`src/rtl/scheduler_bitinfo_parser_if.sv`:
```
// ---------------------------------------------------------------------------
// scheduler_bitinfo_parser_if
// Bundles the parser's control handshake, status, bitinfo ROM read port and
// scheduler record write port.
//   master : the parser (drives busy/done/status, ROM address/strobe, records)
//   slave  : the environment (drives start and ROM read data)
// Signals:
//   start         parse request (single cycle)
//   busy, done    parse in progress / finished (done is a level)
//   error, err_code, num_types, num_accs   parse result
//   bitinfo_addr/en/dout                   ROM byte address, read strobe, data
//   sched_addr/en/din                      record index, write strobe, record
// ---------------------------------------------------------------------------
interface scheduler_bitinfo_parser_if #(
    parameter int MAX_ACCS      = 16,
    parameter int MAX_ACC_TYPES = 16,
    parameter int TYPE_W        = 34
);
    localparam int ACC_BITS      = $clog2(MAX_ACCS);
    localparam int TYPE_IDX_BITS = $clog2(MAX_ACC_TYPES);

    logic                         start;
    logic                         busy;
    logic                         done;
    logic                         error;
    logic [2:0]                   err_code;
    logic [TYPE_IDX_BITS:0]       num_types;
    logic [ACC_BITS:0]            num_accs;
    logic [31:0]                  bitinfo_addr;
    logic                         bitinfo_en;
    logic [31:0]                  bitinfo_dout;
    logic [TYPE_IDX_BITS-1:0]     sched_addr;
    logic                         sched_en;
    logic [TYPE_W+2*ACC_BITS-1:0] sched_din;

    modport master (
        input  start, bitinfo_dout,
        output busy, done, error, err_code, num_types, num_accs,
               bitinfo_addr, bitinfo_en, sched_addr, sched_en, sched_din
    );

    modport slave (
        output start, bitinfo_dout,
        input  busy, done, error, err_code, num_types, num_accs,
               bitinfo_addr, bitinfo_en, sched_addr, sched_en, sched_din
    );
endinterface

```
`src/rtl/scheduler_bitinfo_parser.sv`:
```
// ---------------------------------------------------------------------------
// scheduler_bitinfo_parser
// Walks the xtasks.config section of the bitinfo ROM, decodes each entry's
// ASCII task-type and instance-count fields and writes one scheduling record
// {task_type, count-1, first_acc_id} per accelerator type.
// Ports:
//   clk  clock
//   rst  asynchronous active-high reset; clears all state and outputs
//   bus  scheduler_bitinfo_parser_if.master (handshake, status, ROM, records)
// ---------------------------------------------------------------------------
module scheduler_bitinfo_parser #(
    parameter int MAX_ACCS      = 16,
    parameter int MAX_ACC_TYPES = 16,
    parameter int TYPE_W        = 34,
    parameter int HEADER_WORDS  = 9,
    parameter int ENTRY_WORDS   = 15,
    parameter int TYPE_DIGITS   = 19,
    parameter int INST_OFF      = 20,
    parameter int INST_DIGITS   = 3,
    parameter int RD_LAT        = 1,
    parameter int AUTO_START    = 1
) (
    input logic                          clk,
    input logic                          rst,
    scheduler_bitinfo_parser_if.master   bus
);
    localparam int ACC_BITS      = $clog2(MAX_ACCS);
    localparam int TYPE_IDX_BITS = $clog2(MAX_ACC_TYPES);
    localparam int CNT_W         = ACC_BITS + 1;
    localparam logic [7:0] SEP   = 8'h09;

    typedef enum logic [3:0] {
        S_IDLE, S_FETCH, S_WAIT, S_CHK_END, S_TYPE_DIG, S_TYPE_SEP,
        S_INST_DIG, S_INST_SEP, S_VALIDATE, S_WRITE, S_NEXT, S_FINISH
    } state_t;

    state_t                 state_q, state_d, ret_q, ret_d;
    logic [29:0]            base_q, base_d;     // word index of current entry
    logic [29:0]            word_q, word_d;     // word index held in buf_q
    logic [29:0]            addr_q, addr_d;     // word index last fetched
    logic [31:0]            buf_q, buf_d;
    logic [7:0]             char_q, char_d;     // char position inside entry
    logic [1:0]             wait_q, wait_d;
    logic [TYPE_W-1:0]      type_q, type_d;
    logic [CNT_W-1:0]       inst_q, inst_d;
    logic [TYPE_IDX_BITS:0] ntypes_q, ntypes_d;
    logic [CNT_W-1:0]       naccs_q, naccs_d;
    logic                   err_q, err_d;
    logic [2:0]             code_q, code_d;
    logic                   done_q, done_d;
    logic                   auto_q, auto_d;

    logic [29:0]            need_word;
    logic                   word_hit;
    logic [7:0]             cur_char;
    logic [CNT_W:0]         acc_sum;
    logic [ACC_BITS-1:0]    inst_m1;

    logic                   fetch_req, fail_req;
    logic [29:0]            fetch_word;
    state_t                 fetch_ret;
    logic [2:0]             fail_code;

    function automatic logic is_digit(input logic [7:0] c);
        return (c >= 8'h30) && (c <= 8'h39);
    endfunction

    // acc*10 + digit as shift-add; wraps modulo 2^TYPE_W
    function automatic logic [TYPE_W-1:0] dec_type(input logic [TYPE_W-1:0] acc,
                                                   input logic [7:0] c);
        return (acc << 3) + (acc << 1) + TYPE_W'(c[3:0]);
    endfunction

    // acc*10 + digit computed wide, then saturated to all-ones
    function automatic logic [CNT_W-1:0] dec_inst(input logic [CNT_W-1:0] acc,
                                                  input logic [7:0] c);
        logic [CNT_W+3:0] w;
        w = ({4'd0, acc} << 3) + ({4'd0, acc} << 1) + (CNT_W+4)'(c[3:0]);
        if (w > (CNT_W+4)'({CNT_W{1'b1}}))
            return {CNT_W{1'b1}};
        return w[CNT_W-1:0];
    endfunction

    // char k of an entry lives in lane k%4 of entry word k/4
    assign need_word = base_q + 30'(char_q[7:2]);
    assign word_hit  = (need_word == word_q);
    assign cur_char  = buf_q[{char_q[1:0], 3'b000} +: 8];
    assign acc_sum   = {1'b0, naccs_q} + {1'b0, inst_q};
    assign inst_m1   = inst_q[ACC_BITS-1:0] - 1'b1;

    always_ff @(posedge clk or posedge rst) begin
        if (rst) begin
            state_q  <= S_IDLE;
            ret_q    <= S_IDLE;
            base_q   <= '0;
            word_q   <= '0;
            addr_q   <= '0;
            buf_q    <= '0;
            char_q   <= '0;
            wait_q   <= '0;
            type_q   <= '0;
            inst_q   <= '0;
            ntypes_q <= '0;
            naccs_q  <= '0;
            err_q    <= 1'b0;
            code_q   <= '0;
            done_q   <= 1'b0;
            auto_q   <= (AUTO_START != 0);
        end else begin
            state_q  <= state_d;
            ret_q    <= ret_d;
            base_q   <= base_d;
            word_q   <= word_d;
            addr_q   <= addr_d;
            buf_q    <= buf_d;
            char_q   <= char_d;
            wait_q   <= wait_d;
            type_q   <= type_d;
            inst_q   <= inst_d;
            ntypes_q <= ntypes_d;
            naccs_q  <= naccs_d;
            err_q    <= err_d;
            code_q   <= code_d;
            done_q   <= done_d;
            auto_q   <= auto_d;
        end
    end

    always_comb begin
        state_d    = state_q;
        ret_d      = ret_q;
        base_d     = base_q;
        word_d     = word_q;
        addr_d     = addr_q;
        buf_d      = buf_q;
        char_d     = char_q;
        wait_d     = wait_q;
        type_d     = type_q;
        inst_d     = inst_q;
        ntypes_d   = ntypes_q;
        naccs_d    = naccs_q;
        err_d      = err_q;
        code_d     = code_q;
        done_d     = done_q;
        auto_d     = auto_q;
        fetch_req  = 1'b0;
        fetch_word = need_word;
        fetch_ret  = state_q;
        fail_req   = 1'b0;
        fail_code  = 3'd0;

        case (state_q)
            S_IDLE: begin
                if (bus.start || auto_q) begin
                    auto_d     = 1'b0;
                    done_d     = 1'b0;
                    err_d      = 1'b0;
                    code_d     = 3'd0;
                    ntypes_d   = '0;
                    naccs_d    = '0;
                    base_d     = 30'(HEADER_WORDS);
                    char_d     = 8'd0;
                    fetch_req  = 1'b1;
                    fetch_word = 30'(HEADER_WORDS);
                    fetch_ret  = S_CHK_END;
                end
            end
            S_FETCH: begin
                wait_d  = 2'd0;
                state_d = S_WAIT;
            end
            S_WAIT: begin
                if (wait_q == 2'(RD_LAT - 1)) begin
                    buf_d   = bus.bitinfo_dout;
                    word_d  = addr_q;
                    state_d = ret_q;
                end else begin
                    wait_d = wait_q + 2'd1;
                end
            end
            S_CHK_END: begin
                if (buf_q == 32'hFFFF_FFFF) begin
                    state_d = S_FINISH;
                end else if (ntypes_q == (TYPE_IDX_BITS+1)'(MAX_ACC_TYPES)) begin
                    fail_req  = 1'b1;
                    fail_code = 3'd5;
                end else begin
                    type_d  = '0;
                    inst_d  = '0;
                    char_d  = 8'd0;
                    state_d = S_TYPE_DIG;
                end
            end
            S_TYPE_DIG: begin
                if (!word_hit) begin
                    fetch_req = 1'b1;
                end else if (!is_digit(cur_char)) begin
                    fail_req  = 1'b1;
                    fail_code = 3'd1;
                end else begin
                    type_d = dec_type(type_q, cur_char);
                    char_d = char_q + 8'd1;
                    if (char_q == 8'(TYPE_DIGITS - 1))
                        state_d = S_TYPE_SEP;
                end
            end
            S_TYPE_SEP: begin
                if (!word_hit) begin
                    fetch_req = 1'b1;
                end else if (cur_char != SEP) begin
                    fail_req  = 1'b1;
                    fail_code = 3'd2;
                end else begin
                    char_d  = 8'(INST_OFF);
                    state_d = S_INST_DIG;
                end
            end
            S_INST_DIG: begin
                if (!word_hit) begin
                    fetch_req = 1'b1;
                end else if (!is_digit(cur_char)) begin
                    fail_req  = 1'b1;
                    fail_code = 3'd1;
                end else begin
                    inst_d = dec_inst(inst_q, cur_char);
                    char_d = char_q + 8'd1;
                    if (char_q == 8'(INST_OFF + INST_DIGITS - 1))
                        state_d = S_INST_SEP;
                end
            end
            S_INST_SEP: begin
                if (!word_hit) begin
                    fetch_req = 1'b1;
                end else if (cur_char != SEP) begin
                    fail_req  = 1'b1;
                    fail_code = 3'd2;
                end else begin
                    state_d = S_VALIDATE;
                end
            end
            S_VALIDATE: begin
                if (inst_q == '0) begin
                    fail_req  = 1'b1;
                    fail_code = 3'd3;
                end else if (acc_sum > (CNT_W+1)'(MAX_ACCS)) begin
                    fail_req  = 1'b1;
                    fail_code = 3'd4;
                end else begin
                    state_d = S_WRITE;
                end
            end
            S_WRITE: begin
                state_d = S_NEXT;
            end
            S_NEXT: begin
                ntypes_d   = ntypes_q + 1'b1;
                naccs_d    = naccs_q + inst_q;
                base_d     = base_q + 30'(ENTRY_WORDS);
                char_d     = 8'd0;
                fetch_req  = 1'b1;
                fetch_word = base_q + 30'(ENTRY_WORDS);
                fetch_ret  = S_CHK_END;
            end
            S_FINISH: begin
                done_d  = 1'b1;
                state_d = S_IDLE;
            end
            default: state_d = S_IDLE;
        endcase

        // A failed entry is abandoned: counters keep their committed values
        if (fail_req) begin
            err_d   = 1'b1;
            code_d  = fail_code;
            state_d = S_FINISH;
        end
        if (fetch_req) begin
            addr_d  = fetch_word;
            ret_d   = fetch_ret;
            wait_d  = 2'd0;
            state_d = S_FETCH;
        end
    end

    assign bus.busy         = (state_q != S_IDLE) && (state_q != S_FINISH);
    assign bus.done         = done_q || (state_q == S_FINISH);
    assign bus.error        = err_q;
    assign bus.err_code     = code_q;
    assign bus.num_types    = ntypes_q;
    assign bus.num_accs     = naccs_q;
    assign bus.bitinfo_addr = {addr_q, 2'b00};
    assign bus.bitinfo_en   = (state_q == S_FETCH);
    assign bus.sched_en     = (state_q == S_WRITE);
    assign bus.sched_addr   = (state_q == S_WRITE) ? ntypes_q[TYPE_IDX_BITS-1:0] : '0;
    assign bus.sched_din    = (state_q == S_WRITE)
                            ? {type_q, inst_m1, naccs_q[ACC_BITS-1:0]} : '0;
endmodule
```
`src/flat_wrapper.sv`:
```
// flat-port wrapper written by rule: the top's interface ports become plain ports
module scheduler_bitinfo_parser_flat 
#(
    parameter int MAX_ACCS      = 16,
    parameter int MAX_ACC_TYPES = 16,
    parameter int TYPE_W        = 34,
    parameter int HEADER_WORDS  = 9,
    parameter int ENTRY_WORDS   = 15,
    parameter int TYPE_DIGITS   = 19,
    parameter int INST_OFF      = 20,
    parameter int INST_DIGITS   = 3,
    parameter int RD_LAT        = 1,
    parameter int AUTO_START    = 1
)
  (clk, rst, bus_start, bus_bitinfo_dout, bus_busy, bus_done, bus_error, bus_err_code, bus_num_types, bus_num_accs, bus_bitinfo_addr, bus_bitinfo_en, bus_sched_addr, bus_sched_en, bus_sched_din);
  scheduler_bitinfo_parser_if #(.MAX_ACCS(MAX_ACCS), .MAX_ACC_TYPES(MAX_ACC_TYPES), .TYPE_W(TYPE_W)) bus_i ();
  input logic clk;
  input logic rst;
  input wire logic [$bits(bus_i.start)-1:0] bus_start;
  input wire logic [$bits(bus_i.bitinfo_dout)-1:0] bus_bitinfo_dout;
  output wire logic [$bits(bus_i.busy)-1:0] bus_busy;
  output wire logic [$bits(bus_i.done)-1:0] bus_done;
  output wire logic [$bits(bus_i.error)-1:0] bus_error;
  output wire logic [$bits(bus_i.err_code)-1:0] bus_err_code;
  output wire logic [$bits(bus_i.num_types)-1:0] bus_num_types;
  output wire logic [$bits(bus_i.num_accs)-1:0] bus_num_accs;
  output wire logic [$bits(bus_i.bitinfo_addr)-1:0] bus_bitinfo_addr;
  output wire logic [$bits(bus_i.bitinfo_en)-1:0] bus_bitinfo_en;
  output wire logic [$bits(bus_i.sched_addr)-1:0] bus_sched_addr;
  output wire logic [$bits(bus_i.sched_en)-1:0] bus_sched_en;
  output wire logic [$bits(bus_i.sched_din)-1:0] bus_sched_din;
  assign bus_i.start = bus_start;
  assign bus_i.bitinfo_dout = bus_bitinfo_dout;
  assign bus_busy = bus_i.busy;
  assign bus_done = bus_i.done;
  assign bus_error = bus_i.error;
  assign bus_err_code = bus_i.err_code;
  assign bus_num_types = bus_i.num_types;
  assign bus_num_accs = bus_i.num_accs;
  assign bus_bitinfo_addr = bus_i.bitinfo_addr;
  assign bus_bitinfo_en = bus_i.bitinfo_en;
  assign bus_sched_addr = bus_i.sched_addr;
  assign bus_sched_en = bus_i.sched_en;
  assign bus_sched_din = bus_i.sched_din;
  scheduler_bitinfo_parser #(.MAX_ACCS(MAX_ACCS), .MAX_ACC_TYPES(MAX_ACC_TYPES), .TYPE_W(TYPE_W), .HEADER_WORDS(HEADER_WORDS), .ENTRY_WORDS(ENTRY_WORDS), .TYPE_DIGITS(TYPE_DIGITS), .INST_OFF(INST_OFF), .INST_DIGITS(INST_DIGITS), .RD_LAT(RD_LAT), .AUTO_START(AUTO_START)) u_core (.clk(clk), .rst(rst), .bus(bus_i));
endmodule
```
`config.mk`:
```
export PLATFORM = sky130hd
export DESIGN_NAME = scheduler_bitinfo_parser_flat
export DESIGN_NICKNAME = d
export VERILOG_FILES = /design/src/rtl/scheduler_bitinfo_parser_if.sv /design/src/rtl/scheduler_bitinfo_parser.sv /design/src/flat_wrapper.sv
export SDC_FILE = /design/constraint.sdc
export NUM_CORES = 1
export LEC_CHECK = 0
export ABC_CLOCK_PERIOD_IN_PS = 6500
export CAP_MARGIN = 20
export CORE_UTILIZATION = 50
export CTS_CLUSTER_DIAMETER = 100
export CTS_CLUSTER_SIZE = 8
export DETAILED_ROUTE_END_ITERATION = 7
export MAX_ROUTING_LAYER = met4
export PLACE_DENSITY = 0.74
export SLEW_MARGIN = 20
export SYNTH_ARGS = -nofsm -noshare
export SYNTH_HDL_FRONTEND = slang
export SYNTH_SLANG_ARGS = --single-unit
```
`constraint.sdc`:
```
create_clock -name clk -period 6.5 [get_ports clk]
set_clock_uncertainty 0.2 [all_clocks]
set_input_delay 1.3 -clock clk [delete_from_list [all_inputs] [get_ports clk]]
set_output_delay 1.3 -clock clk [all_outputs]
set_load 0.01 [all_outputs]
```
==> flow_summary.ini, run 1 <==
[grt]
overflow = 0
antenna_found_initial = 0
grt_pass1_wl_um = 61100
groute.usage.overall = 0.280
grt_pass1_vias = 11473
grt_start_max_net_pins = 196

[cts]
htree_levels = 4
post-cts-setup-buffer-count = 0
clkTransAtPathRegs_ps = 80
clk_latency_ps = 460
root_buffer = clkbuf_16
holdBufCountCts = 0
tritoncts = yes
clk_path_buf_depth = 2
clkSinkCount = 195
numCtsBuffers = 17
cts-resized-gates = 0

[detailed_routing]
vias = 11884
drtAntennaViolNets = 0
drc = 0
drt_iter0_markers = 1305
routed_wl_um = 37300
avgRoutedWirePerCell_um = 19.7
vias_per_cell = 6.28
dr.pass1.iters = 6

[die]
core_region_area_um2 = 26900
rows = 60
die_area_um2 = 28000
start_util = 0.509
dieWidth_um = 167
io_pins = 131
dieHeight_um = 167

[final_layout]
seq_area_um2 = 4880
area_growth_pct = 15.5
multi_input_area_um2 = 8250
drive_gt1_frac = 0.101
num_antenna_cells = 0
nets = 1667
final_cells = 1891
n_fill_cell = 2310

[sta]
finalCriticalPeriod_ps = 4940
slew_headroom = 0.398
finalSetupTns_ps = 0
maxSlewViolCount = 0
hold_violations = 0
grt_setup_unrepaired = false
fmaxAchievable_ghz = 0.202
fin_crit_sh = 0.761
worst_pin_slew_ps = 902
setup_violations = 0

[worst_setup_path]
criticalPathCategory = reg2reg
cp.required_ps = 6640
end_kind = flip-flop
crit_arrival_ps = 5090
path_max_fanout = 10
cp-start-kind = flip-flop

[yosys]
synth_top_family_by_area = compound AO/OA/AOI/OAI gates
synth_compound_area_frac = 0.208
synthAdderAreaFrac = 0.0903
synth-xor-area-share = 0.0548
seq_area_frac_synth = 0.357
netlist_instances = 1458
ys_types = 90
synthFlopType = dfrtp_1
synthMuxAreaShare = 0.0852
synth_warnings = 0
synthArstFlopShare = 1.00
syn_avg_cell_area_um2 = 9.37
syn_area_um2 = 13700
synthSimpleGateAreaFrac = 0.165
synth-edff-count = 0
ys_ff_latch = 195

[placed_design]
place_congestion = 0.994
dp_hpwl_um = 26800
dp_cells = 1858
portBuffers = 128

[status]
status = complete, no violations

[power_and_ir_drop]
power_density_nw_per_um2 = 271
leakage_nw = 6.95
vdd_drop_max_mv = 0.208

[run]
max-cap-violations = 0

[worst_hold_path]
worstHoldPathType = reg2reg
-- placed cells by master (no fill, tap or decap), types with 8 or more instances in the layout --
| cell | Yosys | layout |
|---|---|---|
| o21a_1 | 12 | 12 |
| clkbuf_16 | 0 | 17 |
| dfrtp_1 | 194 | 194 |
| clkdlybuf4s50_1 | 0 | 128 |
| inv_1 | 47 | 46 |
| o22ai_1 | 8 | 8 |
| a31oi_1 | 19 | 19 |
| nor2b_1 | 8 | 8 |
| a22o_1 | 32 | 32 |
| a21o_1 | 22 | 22 |
| mux2_1 | 22 | 22 |
| nor3_1 | 31 | 31 |
| buf_4 | 3 | 12 |
| xnor2_1 | 53 | 53 |
| a21oi_1 | 94 | 94 |
| a221oi_1 | 8 | 8 |
| a31o_2 | 9 | 9 |
| o211ai_1 | 18 | 18 |
| o21ai_0 | 86 | 85 |
| xor2_1 | 30 | 30 |
| and3_1 | 13 | 13 |
| nor4_1 | 15 | 15 |
| mux2_2 | 63 | 63 |
| o31ai_1 | 11 | 11 |
| nand3_1 | 25 | 24 |
| a211oi_1 | 16 | 16 |
| nor2_1 | 104 | 103 |
| and2_1 | 50 | 50 |
| nand4_1 | 22 | 22 |
| and4_1 | 10 | 9 |
| nand2b_1 | 10 | 10 |
| ha_1 | 89 | 89 |
| nand2_1 | 113 | 113 |
-- synthesized netlist by cell type (30+ instances only) --
| cell type | instances | area (µm²) |
|---|---|---|
| a21oi_1 | 94 | 470 |
| a22o_1 | 32 | 280 |
| and2_1 | 50 | 313 |
| clkbuf_1 | 45 | 169 |
| dfrtp_1 | 194 | 4850 |
| ha_1 | 89 | 1110 |
| inv_1 | 47 | 176 |
| mux2_2 | 63 | 709 |
| nand2_1 | 113 | 424 |
| nor2_1 | 104 | 390 |
| nor3_1 | 31 | 155 |
| o21ai_0 | 86 | 430 |
| xnor2_1 | 53 | 464 |
| xor2_1 | 30 | 263 |
-- critical path: stages (launching register included) --
cell and delay (ps):
dfrtp_1 640, mux4_2 660, fa_1 480, ha_1 320, a211oi_1 80, o21ai_0 290, a41oi_1 230, o41ai_1 780
o21ai_0 330, a21oi_1 320, or4b_2 180, o311ai_0 120, a22o_1 190
-- cell families after synthesis --
group           Yosys count
simple gates            437
compound gates          418
flops                   195
buf+inv                 131
mux                      97
fa+ha+maj                95
xor+xnor                 84
other cells               1
-- state kept, by name, indices dropped and copies added (netlist names) --
name,flops
u_core.type_q,34
u_core.buf_q,32
u_core.addr_q,30
u_core.base_q,30
u_core.word_q,30
u_core.char_q,8
u_core.bus.num_accs,5
u_core.bus.num_types,5
u_core.inst_q,5
u_core.ret_q,4
u_core.state_q,4
u_core.bus.err_code,3
u_core.wait_q,2
u_core.auto_q,1
u_core.bus.error,1
u_core.done_q,1
-- report_power, final --
part	switching [mW]	internal [mW]	leakage [nW]
Clock	0.582	0.533	0.300
Combinational	0.809	0.664	4.06
Sequential	0.264	1.42	2.58
Total	1.65	2.62	6.95
-- per-layer routing --
metal	track usage	up-vias	wire length, µm
met5	-	-	0
met2	0.429	477	17100
met4	0.0790	0	740
li1	-	5557	-
met3	0.0407	72	2540
met1	0.386	5778	16900
-- final cells by class --
type,instances,share of cell area
Clock inverter,15,0.0124
Tap cell,341,0.0270
Inverter,48,0.0117
Sequential cell,195,0.309
Multi-Input combinational cell,1133,0.523
Timing Repair Buffer,142,0.0899
Clock buffer,17,0.0270
-- through the flow --
| step | power [mW] | setup slack [ps] | cell area, µm² | hold slack, ps | util |
|---|---|---|---|---|---|
| floorplan | 2.69 | 2180 | 13700 | 254 | - |
| global placement | 3.12 | 1770 | 15100 | 281 | 0.563 |
| detailed placement | 3.15 | 1620 | 15100 | 285 | 0.563 |
| CTS | 4.27 | 1580 | 15800 | 299 | 0.586 |
| global route | 4.49 | 1140 | 15800 | 316 | 0.587 |
| finish | 4.27 | 1560 | 15800 | 298 | 0.587 |
-- worst paths after layout --
path	startpoint	to	slack, ps	cells after the start
setup reg to reg	u_core.char_q[0]	u_core.type_q[27]	1560	12
min in group asynchronous	rst	u_core.buf_q[24]	1130	3
hold / removal	u_core.auto_q	u_core.auto_q	300	1
max in group asynchronous	rst	u_core.word_q[18]	4060	4
hold reg to reg	u_core.auto_q	u_core.auto_q	300	1
setup / recovery	u_core.char_q[0]	u_core.type_q[27]	1560	12
No activity file was read; power rests on OpenSTA's default activity.
==> run 2: changes to the inputs <==
--- a/config.mk
+++ b/config.mk
@@ -5,14 +5,14 @@
 export SDC_FILE = /design/constraint.sdc
 export NUM_CORES = 1
 export LEC_CHECK = 0
-export ABC_CLOCK_PERIOD_IN_PS = 6500
+export ABC_CLOCK_PERIOD_IN_PS = 4700
 export CAP_MARGIN = 20
 export CORE_UTILIZATION = 50
 export CTS_CLUSTER_DIAMETER = 100
 export CTS_CLUSTER_SIZE = 8
 export DETAILED_ROUTE_END_ITERATION = 7
 export MAX_ROUTING_LAYER = met4
-export PLACE_DENSITY = 0.74
+export PLACE_DENSITY = 0.71
 export SLEW_MARGIN = 20
 export SYNTH_ARGS = -nofsm -noshare
 export SYNTH_HDL_FRONTEND = slang
==> constraint.sdc (replaced) <==
create_clock -name clk -period 4.7 [get_ports clk]
set_clock_uncertainty 0.2 [all_clocks]
set_input_delay 0.94 -clock clk [delete_from_list [all_inputs] [get_ports clk]]
set_output_delay 0.94 -clock clk [all_outputs]
set_load 0.01 [all_outputs]
==> run 2 against run 1 <==
Effect of this change:
- flip-flop and latch count did not move
- routed wire length rose by 2.4%
- non-clock buffer count rose by 28
- combinational power rose by 46%
- hold slack got worse by 0.56 ps
- core utilization rose by 0.91 points
- cell area rose by 1.5%
- die area did not move
- clock-buffer cell count did not move
- critical path depth rose by 1
- via count rose by 1.8%
- power rose by 39%
- critical path type unchanged
- highest routed layer unchanged
==> flow_summary.ini, run 2 (synthesis results as in run 1) <==
[worst_hold_path]
worstHoldPathType = reg2reg
min_to = u_core.bus.error
min-delay-start = u_core.bus.error
min_path_cells = 2

[cts]
post-cts-setup-buffer-count = 0
holdBufCountCts = 0
htree_levels = 4
tritoncts = yes
numCtsBuffers = 17
clk_path_buf_depth = 2
clkSinkCount = 195
clk_latency_ps = 460
clkTransAtPathRegs_ps = 80
root_buffer = clkbuf_16

[worst_setup_path]
slowest_stage = or4_1
criticalPathCategory = reg2reg
crit_arrival_ps = 4570
cp_num_buf_inv = 2
cp-start-kind = flip-flop
cp.required_ps = 4820
cp_top_family = compound AO/OA/AOI/OAI gates
path_max_fanout = 15
timing.reg2reg.setup_slack_ps = 250
r2r-start = u_core.base_q[0]
r2r_cells = 13
crit_chain = ha_1, inv_1, fa_1, nand2b_1, a21oi_4, o21ai_1, or4_1, a221oi_2, nand4_2, o31a_4, nor2_8, buf_4, mux2_1
reg2reg_to = u_core.addr_q[24]
end_kind = flip-flop
cpPeakStageDelay_ps = 570

[die]
core_region_area_um2 = 26900
io_pins = 131
dieWidth_um = 167
die_area_um2 = 28000
start_util = 0.509
dieHeight_um = 167
rows = 60

[sta]
finalCriticalPeriod_ps = 4450
maxSlewViolCount = 0
setup_violations = 0
hold_violations = 0
grt_setup_unrepaired = false
fin_crit_sh = 0.946
slew_headroom = 0.407
finalSetupTns_ps = 0
worst_pin_slew_ps = 883
fmaxAchievable_ghz = 0.225

[power_and_ir_drop]
vdd_drop_max_mv = 0.255
power_density_nw_per_um2 = 372
power.total_mw = 5.96
leakage_nw = 7.10

[final_layout]
final_common_cell = dfrtp_1
n_fill_cell = 2362
top_regs = u_core.type_q: 34 flops, u_core.buf_q: 32 flops
drive_gt1_frac = 0.119
largest_reg_flops = 34
largest_register = u_core.type_q
num_antenna_cells = 0
nets = 1695
area_growth_pct = 17.3
final_cell_mix = 194 x dfrtp_1, 128 x clkdlybuf4s50_1, 113 x nand2_1

[status]
status = complete, no violations

[detailed_routing]
vias_per_cell = 6.30
drt_iter0_markers = 1174
routed_wl_um = 38200
avgRoutedWirePerCell_um = 19.9
dr.pass1.iters = 5
drtAntennaViolNets = 0
vias = 12095
drc = 0

[grt]
grt_start_max_net_pins = 141
overflow = 0
antenna_found_initial = 0
grt_pass1_wl_um = 62400
grt_pass1_vias = 11478
groute.usage.overall = 0.287

[placed_design]
dp_hpwl_um = 28000
portBuffers = 128
place_congestion = 0.972

[run]
max-cap-violations = 0
[run 2: cell types whose count changed in the layout (fill, tap and decap cells not counted), sizes merged]
cell    before  now
buf         14   42
clkinv       7    9
inv         55   53
[run 2: final cells by class]
class                      count  area [µm²]  area share
tap                          341         427      0.0266
clock buffer                  17         425      0.0265
inverter                      48         184      0.0115
clock inverter                15         211      0.0132
timing repair buffer         170        1620       0.101
sequential                   195        4880       0.305
multi-input combinational   1133        8280       0.516
[run 2: tightest hold or removal path, stage by stage, from the launching register on]
cell and delay (ps):
dfrtp_1 360, nand2_1 50, nand2_1 50
[run 2: through the flow]
step | hold slack [ps] | instance area (µm²) | cells | setup slack (ps) | util
6_report | 298 | 16000 | 1919 | 253 | 0.596
5_1_grt | 319 | 16000 | 1919 | 59.8 | 0.596
4_1_cts | 305 | 16000 | 1919 | 88.4 | 0.595
3_5_place_dp | 288 | 15400 | 1887 | 116 | 0.572
3_3_place_gp | 267 | 15400 | 1887 | 283 | 0.572
2_1_floorplan | 254 | 13700 | 1459 | 377 | -
[run 2: power by group]
| part | internal (mW) | switching [mW] |
|---|---|---|
| registers | 1.97 | 0.295 |
| clock network | 0.741 | 0.812 |
| logic | 0.960 | 1.18 |
| total | 3.67 | 2.29 |
[run 2: routing by layer]
| layer | part of all wire | up-vias | routed length, µm | global-route usage |
|---|---|---|---|---|
| li1 | - | 5614 | - | - |
| met1 | 0.46 | 5916 | 17700 | 0.402 |
| met2 | 0.46 | 495 | 17400 | 0.437 |
| met3 | 0.057 | 70 | 2190 | 0.0288 |
| met4 | 0.023 | 0 | 863 | 0.0917 |
| met5 | 0 | - | 0 | - |
[run 2: worst max-delay path by stage]
stage | start | to | cells past startpoint
2_1_floorplan | u_core.char_q[0] | u_core.type_q[30] | 14
3_3_place_gp | u_core.char_q[0] | u_core.type_q[27] | 12
3_5_place_dp | u_core.char_q[0] | u_core.type_q[27] | 12
4_1_cts | u_core.char_q[0] | u_core.type_q[27] | 12
5_1_grt | u_core.base_q[0] | u_core.char_q[2] | 13
6_report | u_core.base_q[0] | u_core.addr_q[24] | 13
[run 2: what timing repair did]
| item | CTS | global route |
|---|---|---|
| endpoints found under the hold margin | 0 | 0 |
| resized for setup | 0 | 4 |
| setup endpoints to repair | 0 | 10 |
